## config.mk

```make
export PLATFORM = sky130hd
export DESIGN_NAME = instr_assembler
export DESIGN_NICKNAME = d
export VERILOG_FILES = /design/src/rtl/friscv_pkg.sv /design/src/rtl/instr_encode.sv /design/src/rtl/instr_assembler.sv
export SDC_FILE = /design/constraint.sdc
export NUM_CORES = 1
export LEC_CHECK = 0
export CORE_ASPECT_RATIO = 0.6
export CORE_MARGIN = 8
export CORE_UTILIZATION = 25
export DETAILED_ROUTE_END_ITERATION = 12
export PLACE_DENSITY = 0.57
export SLEW_MARGIN = 20
export SYNTH_ARGS = -nofsm -noshare
export SYNTH_HDL_FRONTEND = slang
export SYNTH_SLANG_ARGS = --single-unit
```

## constraint.sdc

```tcl
create_clock -name clk -period 4.28 [get_ports clk]
set_input_delay 0.856 -clock clk [delete_from_list [all_inputs] [get_ports clk]]
set_output_delay 0.856 -clock clk [all_outputs]
set_load 0.01 [all_outputs]
```

## src/rtl/friscv_pkg.sv

```systemverilog
// friscv_pkg: shared architecture constants for the FRiscV encode/decode
// blocks. Holds the datapath width, register file depth, the RV32I major
// opcodes understood by the assembler, and the assembler FSM state type.
package friscv_pkg;

  localparam int ARCH          = 32;
  localparam int REGFILE_DEPTH = 32;
  localparam int REG_W         = $clog2(REGFILE_DEPTH);

  // RV32I major opcodes
  localparam logic [6:0] REG       = 7'b0110011;  // R-type ALU
  localparam logic [6:0] IMM_ARITH = 7'b0010011;  // I-type ALU
  localparam logic [6:0] IMM_JUMP  = 7'b1100111;  // JALR
  localparam logic [6:0] IMM_LOAD  = 7'b0000011;  // loads
  localparam logic [6:0] STORE     = 7'b0100011;  // stores
  localparam logic [6:0] BRANCH    = 7'b1100011;  // conditional branches
  localparam logic [6:0] U_L_LOAD  = 7'b0110111;  // LUI
  localparam logic [6:0] JUMP      = 7'b1101111;  // JAL

  typedef enum logic [1:0] {
    ASM_IDLE  = 2'd0,
    ASM_LOAD  = 2'd1,
    ASM_DONE  = 2'd2,
    ASM_ERROR = 2'd3
  } asm_state_t;

endpackage

```

## src/rtl/instr_encode.sv

```systemverilog
// instr_encode: purely combinational RV32I field packer.
// Ports:
//   op_code, func3, func7, rs1, rs2, rd, imm : decoded instruction fields
//   word  : packed 32-bit instruction (zero when illegal)
//   legal : opcode is one of the supported major opcodes
// Fields not used by a format are ignored; immediate bits outside the
// format (including bit 0 of branch/jump offsets) are dropped.
module instr_encode
  import friscv_pkg::*;
(
  input  logic [6:0]       op_code,
  input  logic [2:0]       func3,
  input  logic [6:0]       func7,
  input  logic [REG_W-1:0] rs1,
  input  logic [REG_W-1:0] rs2,
  input  logic [REG_W-1:0] rd,
  input  logic [ARCH-1:0]  imm,
  output logic [ARCH-1:0]  word,
  output logic             legal
);

  // Select the bit layout from the major opcode
  always_comb begin
    word  = {ARCH{1'b0}};
    legal = 1'b0;
    case (op_code)
      REG: begin
        word  = {func7, rs2, rs1, func3, rd, op_code};
        legal = 1'b1;
      end
      IMM_ARITH, IMM_JUMP, IMM_LOAD: begin
        word  = {imm[11:0], rs1, func3, rd, op_code};
        legal = 1'b1;
      end
      STORE: begin
        word  = {imm[11:5], rs2, rs1, func3, imm[4:0], op_code};
        legal = 1'b1;
      end
      BRANCH: begin
        word  = {imm[12], imm[10:5], rs2, rs1, func3, imm[4:1], imm[11], op_code};
        legal = 1'b1;
      end
      U_L_LOAD: begin
        word  = {imm[31:12], rd, op_code};
        legal = 1'b1;
      end
      JUMP: begin
        word  = {imm[20], imm[10:1], imm[11], imm[19:12], rd, op_code};
        legal = 1'b1;
      end
      default: begin
        word  = {ARCH{1'b0}};
        legal = 1'b0;
      end
    endcase
  end

endmodule

```

## src/rtl/instr_assembler.sv

```systemverilog
// instr_assembler: accepts decoded field tuples over valid/ready, packs
// each into an RV32I word and writes it to instruction memory at
// consecutive word addresses starting from a per-session base address.
// Ports:
//   clk, rst            : clock, synchronous active-high reset
//   start_in            : open a session (honoured in IDLE/DONE/ERROR)
//   base_addr_in        : byte address of the first word (low 2 bits cleared)
//   valid_in, last_in   : tuple valid, tuple closes the session
//   ready_out           : high while loading; tuple taken on valid&ready
//   op_code_in .. imm_in: instruction fields
//   wr_en_out/addr/data : single IMEM write port, one cycle per word
//   busy/done/error_out : LOAD / DONE / ERROR state flags
//   count_out           : words written in the current session
module instr_assembler
  import friscv_pkg::*;
#(
  parameter int IMEM_DEPTH = 256
)
(
  input  logic                          clk,
  input  logic                          rst,
  input  logic                          start_in,
  input  logic [ARCH-1:0]               base_addr_in,
  input  logic                          valid_in,
  input  logic                          last_in,
  output logic                          ready_out,
  input  logic [6:0]                    op_code_in,
  input  logic [2:0]                    func3_in,
  input  logic [6:0]                    func7_in,
  input  logic [REG_W-1:0]              rs1_in,
  input  logic [REG_W-1:0]              rs2_in,
  input  logic [REG_W-1:0]              rd_in,
  input  logic [ARCH-1:0]               imm_in,
  output logic                          wr_en_out,
  output logic [ARCH-1:0]               wr_addr_out,
  output logic [ARCH-1:0]               wr_data_out,
  output logic                          busy_out,
  output logic                          done_out,
  output logic                          error_out,
  output logic [$clog2(IMEM_DEPTH):0]   count_out
);

  localparam int              CW         = $clog2(IMEM_DEPTH) + 1;
  localparam logic [CW-1:0]   COUNT_ONE  = CW'(1);
  localparam logic [CW-1:0]   COUNT_FULL = CW'(IMEM_DEPTH);
  localparam logic [ARCH-1:0] ADDR_STEP  = ARCH'(4);
  localparam logic [ARCH-1:0] ADDR_MASK  = ~ARCH'(3);

  asm_state_t      state;
  logic [ARCH-1:0] ptr;
  logic [ARCH-1:0] enc_word;
  logic            enc_legal;
  logic            accept;
  logic [CW-1:0]   count_next;

  // ready_out is a registered copy of (state == LOAD), so it doubles as
  // the handshake qualifier without a combinational path from state.
  assign accept     = valid_in && ready_out;
  assign count_next = count_out + COUNT_ONE;

  instr_encode u_encode (
    .op_code (op_code_in),
    .func3   (func3_in),
    .func7   (func7_in),
    .rs1     (rs1_in),
    .rs2     (rs2_in),
    .rd      (rd_in),
    .imm     (imm_in),
    .word    (enc_word),
    .legal   (enc_legal)
  );

  // Session FSM, address pointer, word count and registered write port
  always_ff @(posedge clk) begin
    if (rst) begin
      state       <= ASM_IDLE;
      ptr         <= {ARCH{1'b0}};
      ready_out   <= 1'b0;
      wr_en_out   <= 1'b0;
      wr_addr_out <= {ARCH{1'b0}};
      wr_data_out <= {ARCH{1'b0}};
      busy_out    <= 1'b0;
      done_out    <= 1'b0;
      error_out   <= 1'b0;
      count_out   <= {CW{1'b0}};
    end else begin
      wr_en_out <= 1'b0;
      case (state)
        ASM_IDLE, ASM_DONE, ASM_ERROR: begin
          if (start_in) begin
            state     <= ASM_LOAD;
            ptr       <= base_addr_in & ADDR_MASK;
            count_out <= {CW{1'b0}};
            ready_out <= 1'b1;
            busy_out  <= 1'b1;
            done_out  <= 1'b0;
            error_out <= 1'b0;
          end else begin
            state <= state;
          end
        end
        ASM_LOAD: begin
          if (accept) begin
            if (!enc_legal) begin
              // Illegal opcode: consume the tuple, write nothing
              state     <= ASM_ERROR;
              ready_out <= 1'b0;
              busy_out  <= 1'b0;
              error_out <= 1'b1;
            end else begin
              wr_en_out   <= 1'b1;
              wr_addr_out <= ptr;
              wr_data_out <= enc_word;
              ptr         <= ptr + ADDR_STEP;
              count_out   <= count_next;
              if (last_in) begin
                state     <= ASM_DONE;
                ready_out <= 1'b0;
                busy_out  <= 1'b0;
                done_out  <= 1'b1;
              end else if (count_next == COUNT_FULL) begin
                // Image is full but the session was not closed: overflow
                state     <= ASM_ERROR;
                ready_out <= 1'b0;
                busy_out  <= 1'b0;
                error_out <= 1'b1;
              end else begin
                state <= ASM_LOAD;
              end
            end
          end else begin
            state <= ASM_LOAD;
          end
        end
        default: begin
          state     <= ASM_IDLE;
          ready_out <= 1'b0;
          busy_out  <= 1'b0;
          done_out  <= 1'b0;
          error_out <= 1'b0;
        end
      endcase
    end
  end

endmodule

```

==> results.json <==
{
  "seq_power_share": 0.468,
  "synth_edf_count": 0,
  "cts.path.max_buffers": 2,
  "regToRegSetupSlack_ns": 1.86,
  "max_freq_ghz": 0.3112,
  "ant_nets": 0,
  "layout_common_cells": "clkdlybuf4s50_1 (173), dfxtp_1 (107), nand2_1 (103)",
  "required_ns": 4.57,
  "dp_cells": 1096,
  "p_comb_frac": 0.120,
  "cp_max_fo": 20,
  "slew_headroom": 0.2867,
  "dr.pass1.iters": 5,
  "synth-seq-cells": 107,
  "fin_crit_ns": 3.213,
  "grt_overflow": 0,
  "intPower_mw": 1.695,
  "core_area_um2": 21080,
  "initial_utilization": 0.2559,
  "reg2reg_to": "ptr[23]",
  "cts.sinks": 107,
  "min_path_type": "flip-flop to flip-flop",
  "grt_max_degree": 69,
  "synthFlopType": "dfxtp_1",
  "hp-start": "wr_addr_out[12]",
  "syn_inst": 690,
  "antenna_found_initial": 0,
  "reg2reg_from": "ptr[4]",
  "maxSlewViolCount": 0,
  "syn2layout_area_growth_pct": 42.46,
  "switching_share": 0.2426,
  "cts_made_buffers": 9,
  "wirelength_mm": 20.87,
  "rsz0062_at_grt": "no",
  "dp_worst_setup_slack_ns": 0.6985,
  "diodes": 0,
  "crit_type": "primary input to flip-flop",
  "start_kind": "primary input",
  "synth_top_area_frac": 0.3970,
  "p_leak_nw": 2.497,
  "clock-root-buffer": "clkbuf_16",
  "ys_warn_count": 0,
  "dieArea_um2": 26690,
  "clk_pin_slew_ns": 0.07,
  "hold_depth": 2,
  "cts-resized-gates": 0,
  "p_sw_mw": 0.5429,
  "clkPwrFrac": 0.412,
  "syn_avg_cell_area_um2": 7.819,
  "multiInputGateArea_um2": 2958,
  "hold_violations": 0,
  "setup_ws_ns": 1.067,
  "final_common_cell": "clkdlybuf4s50_1",
  "p_per_area_nw_per_um2": 291.1,
  "cts_post_setup_buffers_inserted": 0,
  "stdcell_count": 1110,
  "status": "finished clean",
  "die_x_um": 205.7,
  "portBuffers": 174,
  "ios": 179,
  "cp-startpoint": "op_code_in[3]",
  "skew_ns": 0.008179,
  "first_global_vias": 5547,
  "setup_viol": 0,
  "clk_latency_ns": 0.36,
  "drive_gt1_frac": 0.05054,
  "cp.arrival_ns": 3.50,
  "vias": 5865,
  "wl_per_cell_um": 18.80,
  "synthArstFlopShare": 0,
  "cts_tree": "built",
  "rows": 41,
  "tns_ns": 0,
  "ctsHoldBuffers": 0,
  "min_period_over_period": 0.7507,
  "place_congestion": 0.8117,
  "reg2reg_depth": 5,
  "worst_slew_pin_slew_ns": 1.066,
  "cp-end-kind": "flip-flop",
  "synth.distinct_cells": 66,
  "dpl.hpwl_mm": 15.05,
  "grt_pass1_wl_mm": 32.70,
  "drv_cap": 0,
  "track_usage": 0.1543,
  "seq_area_um2": 2142,
  "drt_iter0_drc": 539,
  "fill_cells": 2224,
  "nets": 932,
  "cts_max_level": 3,
  "ys_seq_area_frac": 0.3970,
  "die_height_um": 129.8,
  "synthTopCellsByArea": "dfxtp_1 (40%), nand2_1 (7.2%), a21oi_1 (5.9%)",
  "yosysTopAreaCell": "dfxtp_1",
  "ir_drop_mv": 0.1992,
  "hold_end": "wr_addr_out[12]",
  "drc": 0,
  "post_drt_via_cell_ratio": 5.284,
  "synthesis.area_um2": 5395
}
per-stage QoR:
step | hold slack [ns] | utilization | area [µm²] | total power, mW
2_1_floorplan | 0.4319 | - | 5399 | 1.186
5_1_grt | 0.4751 | 0.3645 | 7686 | 2.342
3_5_place_dp | 0.4453 | 0.3491 | 7361 | 1.337
3_3_place_gp | 0.4436 | 0.3491 | 7361 | 1.336
6_report | 0.4560 | 0.3645 | 7686 | 2.238
4_1_cts | 0.4558 | 0.3641 | 7677 | 2.275
area by class of cell:
class                           instances  share of cell area
Multi-Input combinational cell        507              0.3848
Sequential cell                       107              0.2787
Timing Repair Buffer                  190              0.2435
Tap cell                              279             0.04542
Clock buffer                           12             0.03337
Clock inverter                          2            0.007814
Inverter                               13            0.006349
how the worst max path moves through the flow:
stage               slack (ns)  cells after the start            to
detailed placement        0.70                      6        ptr[4]
CTS                       1.09                      6        ptr[4]
floorplan                 1.76                      7  count_out[4]
finish                    1.07                      6  count_out[4]
global placement          0.72                      6        ptr[4]
global route              0.84                      7       ptr[18]
power by group through the flow:
stage,Sequential [mW],Clock [mW],Combinational [mW]
final,1.05,0.922,0.268
after global placement,1.07,0,0.265
after CTS,1.05,0.960,0.268
after floorplan,1.06,0,0.126
after detailed placement,1.07,0,0.267
after global routing,1.05,1.00,0.290
synth_stat cells, drive strengths merged, types with 10 or more instances:
cell type / number
a221oi: 21
clkbuf: 44
a211oi: 14
nand3: 26
a222oi: 10
inv: 12
nor2: 59
nor3: 32
nand2: 103
nor4: 11
o21ai: 20
a21oi: 64
buf: 20
nand4: 13
dfxtp: 107
o22ai: 10
critical path, cell delays in order:
cell,delay [ns]
clkdlybuf4s50_1,0.63
or4_1,0.75
a41o_2,0.44
buf_4,0.25
or4_1,0.48
o21ai_1,0.08
metal layers:
| layer | vias to the layer above | share of wire | global-route usage |
|---|---|---|---|
| met1 | 2777 | 0.51 | 0.2320 |
| met3 | 16 | 0.082 | 0.05025 |
| met4 | 0 | 0.0099 | 0.03476 |
| met5 | - | 0 | 0 |
| met2 | 211 | 0.40 | 0.2055 |
| li1 | 2861 | - | - |
cell families after synthesis:
logic type	count (synthesis)	share of synthesized area
other	1	0.0006951
adder cells (fa/ha/maj)	3	0.006958
multiplexers	2	0.003942
AND/OR/NAND/NOR	288	0.2516
flip-flops	107	0.3970
AO/OA/AOI/OAI	211	0.2778
XOR/XNOR	1	0.001624
buffers and inverters	77	0.06030
sequential cells by signal (all words and copies together), names as in the netlist:
| signal | count |
|---|---|
| busy_out | 1 |
| ptr | 30 |
| wr_addr_out | 30 |
| wr_en_out | 1 |
| wr_data_out | 32 |
| done_out | 1 |
| error_out | 1 |
| count_out | 9 |
| state | 2 |
Power figures use the tool's default switching activity.
